**config.mk**
```make
export PLATFORM = sky130hd
export DESIGN_NAME = serial_word_deserializer
export DESIGN_NICKNAME = d
export VERILOG_FILES = /design/src/rtl/serial_word_deserializer.sv
export SDC_FILE = /design/constraint.sdc
export NUM_CORES = 1
export LEC_CHECK = 0
export ABC_AREA = 0
export BUFFER_PORTS_ARGS = -buffer_cell sky130_fd_sc_hd__buf_2
export CORE_MARGIN = 2
export CORE_UTILIZATION = 46
export CTS_CLUSTER_SIZE = 24
export DETAILED_ROUTE_END_ITERATION = 12
export PLACE_DENSITY = 0.68
export SETUP_SLACK_MARGIN = 0.5
export SYNTH_ARGS = -nofsm -noshare
export SYNTH_HDL_FRONTEND = slang
export SYNTH_SLANG_ARGS = --single-unit
```
**constraint.sdc**
```tcl
create_clock -name clk -period 1.45 [get_ports clk]
set_clock_uncertainty 0.2 [all_clocks]
set_input_delay 0 -clock clk [delete_from_list [all_inputs] [get_ports clk]]
set_output_delay 0 -clock clk [all_outputs]
set_load 0.02 [all_outputs]
```
**src/rtl/serial_word_deserializer.sv**
```systemverilog
// Serial-to-parallel word receiver: strobed 1-bit stream into WIDTH-bit words, MSB- or LSB-first.
// Optional even-parity check on a trailing bit when PARITY_CHECK_EN is defined.
module serial_word_deserializer #(
    parameter int unsigned WIDTH = 4
) (
    input  logic             clk,
    input  logic             rst,
    input  logic             s_valid,
    input  logic             s_data,
    input  logic             s_first,
    input  logic             msb_first,
    output logic             m_valid,
    input  logic             m_ready,
    output logic [WIDTH-1:0] m_data,
    output logic             overrun,
    output logic             m_perr
);

    localparam int unsigned CW = $clog2(WIDTH + 1);

    localparam logic [1:0] IDLE   = 2'd0;
    localparam logic [1:0] SHIFT  = 2'd1;
`ifdef PARITY_CHECK_EN
    localparam logic [1:0] PARITY = 2'd2;
`endif

    logic [1:0]       state_q, state_d;
    logic [CW-1:0]    cnt_q, cnt_d;
    logic [WIDTH-1:0] sreg_q, sreg_d, shifted;
    logic             dir_q, dir_d;
    logic             done;
    logic             m_valid_q, m_valid_d;
    logic [WIDTH-1:0] m_data_q, m_data_d;
    logic             overrun_q, overrun_d;
`ifdef PARITY_CHECK_EN
    logic             perr_new;
    logic             m_perr_q, m_perr_d;
`endif

    always_comb begin
        shifted = dir_q ? {sreg_q[WIDTH-2:0], s_data} : {s_data, sreg_q[WIDTH-1:1]};
    end

    // Word assembly: s_first always restarts, even mid-word or on the parity slot.
    always_comb begin
        state_d = state_q;
        cnt_d   = cnt_q;
        sreg_d  = sreg_q;
        dir_d   = dir_q;
        done    = 1'b0;
`ifdef PARITY_CHECK_EN
        perr_new = 1'b0;
`endif
        if (s_valid) begin
            if (s_first) begin
                state_d = SHIFT;
                cnt_d   = CW'(1);
                dir_d   = msb_first;
                sreg_d  = msb_first ? {{(WIDTH-1){1'b0}}, s_data}
                                    : {s_data, {(WIDTH-1){1'b0}}};
            end else begin
                case (state_q)
                    SHIFT: begin
                        sreg_d = shifted;
                        if (cnt_q == CW'(WIDTH - 1)) begin
                            cnt_d = '0;
`ifdef PARITY_CHECK_EN
                            state_d = PARITY;
`else
                            state_d = IDLE;
                            done    = 1'b1;
`endif
                        end else begin
                            cnt_d = cnt_q + CW'(1);
                        end
                    end
`ifdef PARITY_CHECK_EN
                    PARITY: begin
                        state_d  = IDLE;
                        done     = 1'b1;
                        perr_new = (^sreg_q) ^ s_data;
                    end
`endif
                    default: ;
                endcase
            end
        end
    end

    // Output register: a completion while full is dropped unless the held word leaves this cycle.
    always_comb begin
        m_valid_d = m_valid_q;
        m_data_d  = m_data_q;
        overrun_d = 1'b0;
`ifdef PARITY_CHECK_EN
        m_perr_d  = m_perr_q;
`endif
        if (m_valid_q && m_ready) begin
            m_valid_d = 1'b0;
`ifdef PARITY_CHECK_EN
            m_perr_d  = 1'b0;
`endif
        end
        if (done) begin
            if (!m_valid_q || m_ready) begin
                m_valid_d = 1'b1;
                m_data_d  = sreg_d;
`ifdef PARITY_CHECK_EN
                m_perr_d  = perr_new;
`endif
            end else begin
                overrun_d = 1'b1;
            end
        end
    end

    always_ff @(posedge clk) begin
        if (rst) begin
            state_q   <= IDLE;
            cnt_q     <= '0;
            sreg_q    <= '0;
            dir_q     <= 1'b0;
            m_valid_q <= 1'b0;
            m_data_q  <= '0;
            overrun_q <= 1'b0;
`ifdef PARITY_CHECK_EN
            m_perr_q  <= 1'b0;
`endif
        end else begin
            state_q   <= state_d;
            cnt_q     <= cnt_d;
            sreg_q    <= sreg_d;
            dir_q     <= dir_d;
            m_valid_q <= m_valid_d;
            m_data_q  <= m_data_d;
            overrun_q <= overrun_d;
`ifdef PARITY_CHECK_EN
            m_perr_q  <= m_perr_d;
`endif
        end
    end

    assign m_valid = m_valid_q;
    assign m_data  = m_data_q;
    assign overrun = overrun_q;
`ifdef PARITY_CHECK_EN
    assign m_perr  = m_perr_q;
`else
    assign m_perr  = 1'b0;
`endif

endmodule

```
# --- Word level (Yosys, flattened, before mapping) ---
# Index checks and enable logic that the tools add are counted.
word_totals:
  input_bits: 7
  register_bits: 16
op_classes:
  n_bitwise: 1
  reduce_logical: 10
  mux: 19
  n_eq_ne: 2
  add_sub_neg: 1
ops:
  columns: ["op", "count"]
  rows:
  - ["$mux 4", 5]
  - ["$mux 3", 3]
  - ["$mux 1", 8]
  - ["$mux 2", 3]
  - ["$reduce_and 2->1", 3]
  - ["$reduce_bool 2->1", 2]
  - ["$add 3x1->3 const B", 1]
  - ["$eq 3x2->1 const B", 1]
  - ["$reduce_and 3->1", 1]
  - ["$eq 2x1->1 const B", 1]
  - ["$reduce_or 2->1", 1]
  - ["$logic_and 1x1->1", 1]
  - ["$logic_not 1->1", 1]
  - ["$logic_or 1x1->1", 1]
  - ["$not 1->1", 1]

# --- Longest topological paths before layout ---
depth:
  depth_word: 7
  mapped_depth: 6
  ltp_nobuf: 5

# --- Least setup slack after synthesis ---
# Ideal clock, no wire load.
synth_path:
  path_type: "register -> register"
  startpoint: "reg cnt_q[0]"
  endpoint: "reg m_data_q[1], in the netlist m_data[1]"
  synth_period_minus_slack_ns: 1.521
  n_path_buf: 1
  path_stages_with_launch: 7
  t_required_ns: 1.179
  path_slack_ns: -0.071
  arrival_ns: 1.250
  path_cell_list: "dfxtp_1 -> ha_1 -> and2b_1 -> and4b_1 -> buf_6 -> nand2b_1 -> a21oi_1"
synth_between:
  elab_chain_len: 6
synth_lines:
  columns: ["element", "line_no", "rtl"]
  rows:
  - ["from (decl)", "28", "logic [CW-1:0] cnt_q, cnt_d;"]
  - ["from (signal assigned)", "131", "cnt_q <= cnt_d;"]
  - ["$eq 3x2->1", "65", "if (cnt_q == CW'(WIDTH - 1)) begin"]
  - ["$mux 1", "65", null]
  - ["$mux 1", "62", "case (state_q)"]
  - ["$mux 1", "55", "if (s_first) begin"]
  - ["$mux 1", "54", "if (s_valid) begin"]
  - ["$reduce_and 2->1 (no source line)", null, null]
  - ["to (signal assigned)", "135", "m_data_q <= m_data_d;"]
  - ["to (decl)", "33", "logic [WIDTH-1:0] m_data_q, m_data_d;"]
# No other way between the ends.
# A chain may end at the register's enable or synchronous reset.

# --- Worst setup path after layout ---
layout_path:
  startpoint: "reg cnt_q[0]"
  endpoint: "reg m_data_q[2], in the netlist m_data[2]"
# Same word-level chain as after synthesis.

==> results.toml <==
[cts]
clk_latency_ns = 0.28
clock_sinks = 15
root_buffer = "clkbuf_4"
path_clk_slew_ns = 0.10
clk_path_buf_depth = 2
cts_buffers = 3
cts_tree = "yes"
htreeDepth = 1

[critical_path]
worstSetupPathType = "flop to flop"
reg2reg_from = "cnt_q[0]"
end_kind = "flop"
r2r_setup_slack_ns = -0.08
cp-endpoint = "m_data[2]"
r2r_end = "m_data[2]"
cp_num_cells = 6
startpoint = "cnt_q[0]"
arrival_ns = 1.49
cp_cell_sequence = "ha_4, and2b_1, and4b_2, buf_4, nor2_2, a211oi_2"
startpoint_type = "flop"
crit_family = "simple AND/OR/NAND/NOR gates"
worstPathMaxFanout = 6
required_ns = 1.41
critPathSlowestCell = "dfxtp_2"
path_buf_inv = 1
reg2reg_depth = 6
cp_slowest_stage_delay_ns = 0.35

[global_routing]
antenna_found_initial = 0
grtUsageTotal = 0.188
overflow = 0
grt_first_pass_wirelength_um = 2620
grt_pass1_vias = 604
grt_max_degree = 16

[route]
first_iter_violations = 12
drc = 0
drtPass1Iterations = 4
viasPerCell = 5.42
vias = 629
routed_wirelength_um = 1550
antenna_left = 0
wl_per_cell_um = 13.4

[yosys]
synth_area_per_cell_um2 = 8.54
yosysSeqAreaShare = 0.434
ys_ff_latch = 15
syn_area_um2 = 692
syn_nets = 89
ys_types = 30
yosysWarnings = 0
syn_inst = 81

[hold_path]
hold_class = "primary input to flop"
whs_path_depth = 3

[floorplan]
die_height_um = 42.8
die_w_um = 42.8
start_util = 0.513
die-area_um2 = 1830
fp.coreArea_um2 = 1350
num_rows = 13
io_pins = 14

[timing]
fmax_ghz = 0.654
postLayoutSetupSlackWorst_ns = -0.0788
finalCritPeriodShare = 1.05
tns_ns = -0.259
finalHoldViolCount = 15
min_period_ns = 1.53
final_max_slew_viol_count = 0
rsz0062_at_grt = "true"
holdWs_ns = -0.165
setup_viol = 5

[run]
cap_violations = 0

[layout]
drive_gt1_frac = 0.485
post-route-util = 0.714
fin_cells = 116
antenna_cells = 0
final_nets = 110
layout-area-overhead-vs-synth_pct = 39.2

[placement]
dpl.hpwl_um = 1010
dp_cells = 107
routabilityCongestion = 0.776
io_buffer_count = 12

[run_status]
status = "finished, violations left"
failed_checks = "hold timing, setup timing"

[power_and_ir_drop]
p_per_area_nw_per_um2 = 822
vdd_drop_max_uv = 481
p_leak_nw = 0.386
total_power_mw = 0.792
[flip-flops by register name (all words and copies together), names as in the netlist]
name,count
m_data,4
sreg_q,4
cnt_q,3
dir_q,1
m_valid,1
overrun,1
state_q,1
[worst min-delay path: stages]
cell      delay, ns
buf_2          0.07
nand2b_1       0.14
nor3_1         0.07
[power by group]
part / switching [mW] / internal (mW)
clock: 0.141 / 0.102
combinational: 0.0590 / 0.0550
sequential: 0.0109 / 0.423
[what timing repair did]
| action | CTS | global route |
|---|---|---|
| hold buffers | 1 | 1 |
| gates resized for setup | 28 | 4 |
| buffers inserted | 3 | 0 |
| endpoints found under the hold margin | 15 | 14 |
| endpoints found under the setup margin | 20 | 21 |
| pin swaps | 5 | 13 |
[metrics by stage]
step | setup slack (ns) | hold WS [ns] | area, µm²
2_1_floorplan | -0.0254 | -0.127 | 733
6_report | -0.0788 | -0.165 | 963
5_1_grt | -0.158 | -0.161 | 963
3_3_place_gp | -0.0695 | 0.0827 | 797
4_1_cts | -0.0720 | -0.195 | 936
3_5_place_dp | -0.0983 | 0.0870 | 797
[area by class of cell]
cell class,count,area (µm²)
Fill cell,119,387
Clock buffer,3,22.5
Sequential cell,15,313
Clock inverter,1,5.00
Timing Repair Buffer,22,185
Inverter,1,3.75
Tap cell,15,18.8
Multi-Input combinational cell,59,415
[worst min-delay path by stage]
stage | start | endpoint | slack [ns]
final | m_ready | overrun | -0.16
after global routing | m_ready | overrun | -0.16
after CTS | m_ready | overrun | -0.19
after detailed placement | msb_first | dir_q | 0.09
after global placement | msb_first | dir_q | 0.08
after floorplan | rst | m_data[2] | -0.13
[cell usage in the layout (no fill, tap or decap), types with 2 or more instances in the layout]
cell type and instances:
mux2i_1 3, dfxtp_2 7, o21ai_1 2, buf_6 8, a21oi_1 9, buf_4 6
nor2_2 2, dfxtp_1 7, clkbuf_4 3, nand2_1 6, dlygate4sd3_1 2, nand2b_1 3
nor2_1 10, buf_2 6, nand2_2 3
[synth_stat cells]
cell type | instances | area, µm²
and2b_1 | 1 | 7.51
mux2i_1 | 3 | 30.0
inv_1 | 1 | 3.75
o2111ai_1 | 1 | 8.76
clkbuf_1 | 2 | 7.51
and2_4 | 1 | 8.76
nand3_1 | 1 | 5.00
nor2_1 | 13 | 48.8
o211ai_1 | 1 | 7.51
o221a_2 | 1 | 11.3
nand2b_1 | 3 | 18.8
nor3_1 | 1 | 5.00
ha_1 | 1 | 12.5
mux2_2 | 1 | 11.3
buf_6 | 2 | 22.5
nor4b_1 | 1 | 8.76
a21oi_1 | 10 | 50.1
conb_1 | 1 | 3.75
o21ai_0 | 3 | 15.0
nor3b_1 | 1 | 7.51
nor4_1 | 1 | 6.26
buf_2 | 1 | 5.00
a211oi_2 | 1 | 12.5
buf_4 | 1 | 7.51
and4b_1 | 1 | 10.0
a21o_1 | 1 | 7.51
a22oi_1 | 1 | 7.51
dfxtp_1 | 15 | 300
o21a_1 | 1 | 7.51
nand2_1 | 9 | 33.8
[metal layers]
metal  GRT usage  routed length (µm)  vias up
met5           0                   0        -
met4      0.0938                  12        0
met3      0.0255                  35        2
met2       0.306                 756        9
met1       0.239                 747      296
li1            -                   -      322
[kinds of logic (layout without fill, tap and decap cells)]
logic type	after synthesis	count (layout)	synth area share
flip-flops	15	15	0.434
buffers and inverters	7	27	0.0669
adder cells (fa/ha/maj)	1	1	0.0181
other	1	1	0.00542
AND/OR/NAND/NOR	33	33	0.231
multiplexers	4	4	0.0597
AO/OA/AOI/OAI	20	20	0.184
Note: power is estimated with default switching activity, not from simulation.
